===== src/rtl/sobel_pkg.sv =====
// Shared types and constants for the Sobel 3x3 window controller.
package sobel_pkg;

    typedef enum logic [1:0] {
        IDLE,
        PRIME,
        STREAM,
        DONE
    } state_t;

    // Smallest image edge that still contains one full 3x3 neighbourhood.
    localparam int unsigned MIN_DIM = 3;

    function automatic logic dims_ok(input int unsigned w, input int unsigned h);
        return (w >= MIN_DIM) && (h >= MIN_DIM);
    endfunction

endpackage


===== src/rtl/sobel_window_ctrl_if.sv =====
// Pixel-source / window-controller signal bundle.
// master: pixel input stage (drives frame/pixel controls, observes window status).
// slave:  sobel_window_ctrl.
interface sobel_window_ctrl_if #(
    parameter int unsigned ADDR_BITS = 10
);
    logic                 frame_start;
    logic [ADDR_BITS-1:0] img_width;
    logic [ADDR_BITS-1:0] img_height;
    logic                 pixel_valid;
    logic [ADDR_BITS-1:0] lb_addr;
    logic                 lb_wr_en;
    logic                 win_shift;
    logic                 window_valid;
    logic [ADDR_BITS-1:0] out_row;
    logic [ADDR_BITS-1:0] out_col;
    logic                 frame_done;
    logic                 busy;
    logic                 stray_err;

    modport master (
        output frame_start, img_width, img_height, pixel_valid,
        input  lb_addr, lb_wr_en, win_shift, window_valid, out_row, out_col,
        input  frame_done, busy, stray_err
    );

    modport slave (
        input  frame_start, img_width, img_height, pixel_valid,
        output lb_addr, lb_wr_en, win_shift, window_valid, out_row, out_col,
        output frame_done, busy, stray_err
    );
endinterface


===== src/rtl/sobel_window_ctrl.sv =====
// Raster-scan position tracker and 3x3 window controller.
// Optional feature macro: SOBEL_STRAY_ERR_EN (sticky flag for pixels arriving outside a frame).
module sobel_window_ctrl
    import sobel_pkg::*;
#(
    parameter int unsigned ADDR_BITS = 10
) (
    input  logic                clk,
    input  logic                n_rst,
    sobel_window_ctrl_if.slave  io_win
);

    typedef logic [ADDR_BITS-1:0] idx_t;

    state_t r_state;
    idx_t   r_col;
    idx_t   r_row;
    idx_t   r_w_m1;
    idx_t   r_h_m1;
    idx_t   r_out_row;
    idx_t   r_out_col;
    logic   r_window_valid;
    logic   r_frame_done;
    logic   r_busy;

    logic   w_active;
    logic   w_accept;
    logic   w_dims_ok;
    logic   w_row_end;
    logic   w_last;
    logic   w_win;

    assign w_active  = (r_state == PRIME) || (r_state == STREAM);
    // A frame_start cycle never accepts: its pixel belongs to no frame.
    assign w_accept  = io_win.pixel_valid && w_active && !io_win.frame_start;
    assign w_dims_ok = dims_ok(32'(io_win.img_width), 32'(io_win.img_height));
    assign w_row_end = (r_col == r_w_m1);
    assign w_last    = w_row_end && (r_row == r_h_m1);
    // Only interior centres: pixel at (row,col) completes the window centred one up/left.
    assign w_win     = w_accept && (r_row >= idx_t'(2)) && (r_col >= idx_t'(2));

    // Frame FSM, raster counters and registered window/frame status.
    always_ff @(posedge clk or negedge n_rst) begin
        if (!n_rst) begin
            r_state        <= IDLE;
            r_col          <= '0;
            r_row          <= '0;
            r_w_m1         <= '0;
            r_h_m1         <= '0;
            r_out_row      <= '0;
            r_out_col      <= '0;
            r_window_valid <= 1'b0;
            r_frame_done   <= 1'b0;
            r_busy         <= 1'b0;
        end else begin
            r_window_valid <= w_win;
            r_frame_done   <= w_accept && w_last;
            if (w_win) begin
                r_out_row <= r_row - idx_t'(1);
                r_out_col <= r_col - idx_t'(1);
            end
            if (io_win.frame_start) begin
                if (w_dims_ok) begin
                    r_state <= PRIME;
                    r_busy  <= 1'b1;
                    r_col   <= '0;
                    r_row   <= '0;
                    r_w_m1  <= io_win.img_width - idx_t'(1);
                    r_h_m1  <= io_win.img_height - idx_t'(1);
                end else begin
                    r_state <= IDLE;
                    r_busy  <= 1'b0;
                end
            end else begin
                unique case (r_state)
                    IDLE: ;
                    PRIME, STREAM: begin
                        if (w_accept) begin
                            if (w_last) begin
                                // Counters park on the last pixel until the next frame.
                                r_state <= DONE;
                                r_busy  <= 1'b0;
                            end else if (w_row_end) begin
                                r_col <= '0;
                                r_row <= r_row + idx_t'(1);
                                if (r_row == idx_t'(1)) begin
                                    r_state <= STREAM;
                                end
                            end else begin
                                r_col <= r_col + idx_t'(1);
                            end
                        end
                    end
                    DONE:    r_state <= IDLE;
                    default: r_state <= IDLE;
                endcase
            end
        end
    end

`ifdef SOBEL_STRAY_ERR_EN
    logic r_stray_err;

    // Sticky flag for pixels seen outside a frame; only a real new frame clears it.
    always_ff @(posedge clk or negedge n_rst) begin
        if (!n_rst) begin
            r_stray_err <= 1'b0;
        end else if (io_win.frame_start && w_dims_ok) begin
            r_stray_err <= 1'b0;
        end else if (io_win.pixel_valid && ((r_state == IDLE) || (r_state == DONE))) begin
            r_stray_err <= 1'b1;
        end
    end

    assign io_win.stray_err = r_stray_err;
`else
    assign io_win.stray_err = 1'b0;
`endif

    assign io_win.lb_addr      = r_col;
    assign io_win.lb_wr_en     = w_accept;
    assign io_win.win_shift    = w_accept;
    assign io_win.window_valid = r_window_valid;
    assign io_win.out_row      = r_out_row;
    assign io_win.out_col      = r_out_col;
    assign io_win.frame_done   = r_frame_done;
    assign io_win.busy         = r_busy;

endmodule


===== src/flat_wrapper.sv =====
// flat-port wrapper written by rule: the top's interface ports become plain ports
module sobel_window_ctrl_flat import sobel_pkg::*;
#(
    parameter int unsigned ADDR_BITS = 10
)
  (clk, n_rst, io_win_frame_start, io_win_img_width, io_win_img_height, io_win_pixel_valid, io_win_lb_addr, io_win_lb_wr_en, io_win_win_shift, io_win_window_valid, io_win_out_row, io_win_out_col, io_win_frame_done, io_win_busy, io_win_stray_err);
  sobel_window_ctrl_if #(.ADDR_BITS(ADDR_BITS)) io_win_i ();
  input  logic clk;
  input  logic n_rst;
  input wire logic [$bits(io_win_i.frame_start)-1:0] io_win_frame_start;
  input wire logic [$bits(io_win_i.img_width)-1:0] io_win_img_width;
  input wire logic [$bits(io_win_i.img_height)-1:0] io_win_img_height;
  input wire logic [$bits(io_win_i.pixel_valid)-1:0] io_win_pixel_valid;
  output wire logic [$bits(io_win_i.lb_addr)-1:0] io_win_lb_addr;
  output wire logic [$bits(io_win_i.lb_wr_en)-1:0] io_win_lb_wr_en;
  output wire logic [$bits(io_win_i.win_shift)-1:0] io_win_win_shift;
  output wire logic [$bits(io_win_i.window_valid)-1:0] io_win_window_valid;
  output wire logic [$bits(io_win_i.out_row)-1:0] io_win_out_row;
  output wire logic [$bits(io_win_i.out_col)-1:0] io_win_out_col;
  output wire logic [$bits(io_win_i.frame_done)-1:0] io_win_frame_done;
  output wire logic [$bits(io_win_i.busy)-1:0] io_win_busy;
  output wire logic [$bits(io_win_i.stray_err)-1:0] io_win_stray_err;
  assign io_win_i.frame_start = io_win_frame_start;
  assign io_win_i.img_width = io_win_img_width;
  assign io_win_i.img_height = io_win_img_height;
  assign io_win_i.pixel_valid = io_win_pixel_valid;
  assign io_win_lb_addr = io_win_i.lb_addr;
  assign io_win_lb_wr_en = io_win_i.lb_wr_en;
  assign io_win_win_shift = io_win_i.win_shift;
  assign io_win_window_valid = io_win_i.window_valid;
  assign io_win_out_row = io_win_i.out_row;
  assign io_win_out_col = io_win_i.out_col;
  assign io_win_frame_done = io_win_i.frame_done;
  assign io_win_busy = io_win_i.busy;
  assign io_win_stray_err = io_win_i.stray_err;
  sobel_window_ctrl #(.ADDR_BITS(ADDR_BITS)) u_core (.clk(clk), .n_rst(n_rst), .io_win(io_win_i));
endmodule

===== config.mk =====
export PLATFORM = sky130hd
export DESIGN_NAME = sobel_window_ctrl_flat
export DESIGN_NICKNAME = d
export VERILOG_FILES = /design/src/rtl/sobel_pkg.sv /design/src/rtl/sobel_window_ctrl_if.sv /design/src/rtl/sobel_window_ctrl.sv /design/src/flat_wrapper.sv
export SDC_FILE = /design/constraint.sdc
export NUM_CORES = 1
export LEC_CHECK = 0
export ABC_AREA = 1
export ABC_CLOCK_PERIOD_IN_PS = 4019
export CORE_MARGIN = 1
export CORE_UTILIZATION = 32
export CTS_CLUSTER_DIAMETER = 50
export CTS_CLUSTER_SIZE = 25
export DETAILED_ROUTE_END_ITERATION = 10
export SYNTH_ARGS = -nofsm -noshare
export SYNTH_HDL_FRONTEND = slang
export SYNTH_SLANG_ARGS = --single-unit

===== constraint.sdc =====
create_clock -name clk -period 4.02 [get_ports clk]
set_clock_uncertainty 0.1 [all_clocks]
set_input_delay 1.206 -clock clk [delete_from_list [all_inputs] [get_ports clk]]
set_output_delay 1.206 -clock clk [all_outputs]
set_load 0.005 [all_outputs]

==> results.toml <==
[outcome]
status = "complete, no violations"

[timing]
rsz0062_at_grt = "no"
setup_violations = 0
worst_pin_slew_ns = 0.547
max_freq_ghz = 0.267
slew_headroom_pct = 63.6
post-route-period-util_pct = 93.0
fin_crit_ns = 3.74
worst_slack_ns = 0.281
slew_viol_final = 0
tns_ns = 0
finalHoldViolCount = 0

[yosys]
yosysSeqAreaShare_pct = 37.9
synth_warnings = 0
syn_inst = 589
synth_area_um2 = 4290
syn_nets = 625
syn_avg_cell_area_um2 = 7.29
ys_ff_latch = 65
ys_types = 37

[setup_path]
arrival_ns = 2.43
critPathMaxStageDelay_ns = 0.54
cp_common_cell = "clkdlybuf4s50_1"
critPathSlowestCell = "clkdlybuf4s50_1"
cp.required_ns = 2.71
end_kind = "primary output"
worstPathMaxFanout = 3
crit_chain = "clkdlybuf4s50_1, nand2_1, nor2_1, clkdlybuf4s50_1"
start_kind = "input pin"
critPathKind = "in2out"

[routing]
first_pass_iters = 5
drt_iter0_markers = 264
wirelength_um = 10000
via_count = 3749
wire_per_inst_um = 12.3
drc = 0
viasPerCell = 4.62
ant_nets = 0

[final_layout]
finalNonFillerCells = 812
fin_nets = 672
final_common_cell = "nand2_1"
antenna_cells = 0
area_growth_pct = 20.9
final_cell_mix = "nand2_1 (181), dfrtp_1 (65), nor2_1 (57), clkdlybuf4s50_1 (57), inv_1 (53)"
layout-drive-gt1-share_pct = 7.97
fin_util_pct = 40.3
nFillCells = 1350

[placement]
gp_congestion = 0.869
dp.cells = 797
port_buffers = 58
dp_hpwl_um = 7680
place_ws_ns = 0.278

[floorplanning]
rows = 41
start_util_pct = 33.3
fp.dieW_um = 118
die_y_um = 118
ios = 60
core_um2 = 12900
die_area_um2 = 13900

[clock_network]
cts_hold_buf = 0
cts_made_buffers = 9
clock_sinks = 65
clockBufferDepth = 2
cts_tree = "done"
path_clk_slew_ns = 0.05
postCtsSetupRepairBufs = 0
clk_latency_ns = 0.33
cts_resized = 0
root_buffer = "clkbuf_16"
htreeDepth = 3

[pwr]
ir_drop_uv = 181
powerDensity_nw_per_um2 = 491
p_total_mw = 2.55
p_leak_nw = 2.42

[global_route]
antenna_found_initial = 0
grt_pass1_wl_um = 17200
track_usage_pct = 15.3
grt-ovfl-total = 0
grt_max_degree = 34
grt_pass1_vias = 3596

[min_path]
hold_path.class = "reg2reg"

[run]
drv_cap = 0
## metrics by stage
stage | instance area [µm²] | hold slack [ns]
6_report | 5190 | 0.374
5_1_grt | 5190 | 0.399
3_3_place_gp | 4920 | 0.357
4_1_cts | 5190 | 0.381
3_5_place_dp | 4920 | 0.365
2_1_floorplan | 4290 | 0.346
## where the power goes
group / switching [mW] / internal [mW] / total [mW]
clock: 0.287 / 0.427 / 0.715
combinational: 0.450 / 0.441 / 0.891
sequential: 0.139 / 0.805 / 0.943
total: 0.876 / 1.67 / 2.55
## synth_stat cells (all sizes together)
cell type  number  share of area, %
nand2         185                17
dfrtp          65                38
inv            64               5.6
nor2           62               5.9
o21ai          58               7.3
nand3          29               4.1
buf            24               4.4
xor2           23               4.7
nand4          19               2.8
nor3           16               1.9
ha             12               3.5
xnor2          12               2.4
a31oi           5              0.73
clkbuf          3              0.26
clkinv          2              0.47
nor3b           2              0.35
or2             2              0.29
a21oi           1              0.12
and2            1              0.15
conb            1             0.087
nand3b          1              0.17
nor2b           1              0.15
nor4            1              0.15
## registers in the layout, indices dropped and copies added (netlist names)
name	cells
u_core.io_win.out_col	10
u_core.r_row	10
u_core.io_win.window_valid	1
u_core.r_w_m1	10
u_core.io_win.busy	1
u_core.io_win.out_row	10
u_core.r_state	2
u_core.r_h_m1	10
u_core.io_win.lb_addr	10
u_core.io_win.frame_done	1
## per-layer routing
layer  global-route usage [%]  vias to the layer above  share of wire, %
li1                         -                     1957                 -
met1                     21.9                     1698                52
met2                     22.9                       90                43
met3                     2.76                        4               4.2
met4                     5.29                        0              0.72
met5                        0                        -                 0
## critical path: cells and delay by family
kind / cells / cell delay (ns)
buffers and inverters: 2 / 0.99
AND/OR/NAND/NOR: 2 / 0.24
## final timing paths
path                                                  to  cells past startpoint  slack [ns]                     start
worst min register to register  u_core.io_win.out_col[5]                      2        0.37  u_core.io_win.out_col[5]
worst max-delay path                    io_win_win_shift                      4        0.28        io_win_pixel_valid
max in group asynchronous                u_core.r_row[4]                      2        2.35                     n_rst
min in group asynchronous               u_core.r_w_m1[5]                      1        0.75                     n_rst
worst max register to register  u_core.io_win.lb_addr[5]                     10        1.73  u_core.io_win.lb_addr[5]
worst min-delay path            u_core.io_win.out_col[5]                      2        0.37  u_core.io_win.out_col[5]
## kinds of logic (layout without fill, tap and decap cells)
| group | after synthesis | after routing | synth area share [%] |
|---|---|---|---|
| other | 1 | 1 | 0.0873 |
| adders and majority gates | 12 | 12 | 3.50 |
| xor gates and xnor gates | 35 | 35 | 7.14 |
| DFF | 65 | 65 | 37.9 |
| AOI/OAI and AO/OA | 64 | 64 | 8.13 |
| and+or+nand+nor | 319 | 319 | 32.5 |
| buffers and inverters | 93 | 144 | 10.7 |
## layout make-up
class / count / area [µm²] / share of cell area (%)
Clock buffer: 10 / 239 / 4.60
Sequential cell: 65 / 1630 / 31.3
Multi-Input combinational cell: 431 / 2210 / 42.5
Inverter: 66 / 260 / 5.01
Timing Repair Buffer: 63 / 613 / 11.8
Clock inverter: 5 / 32.5 / 0.626
Tap cell: 172 / 215 / 4.14
Power figures use the tool's default switching activity.
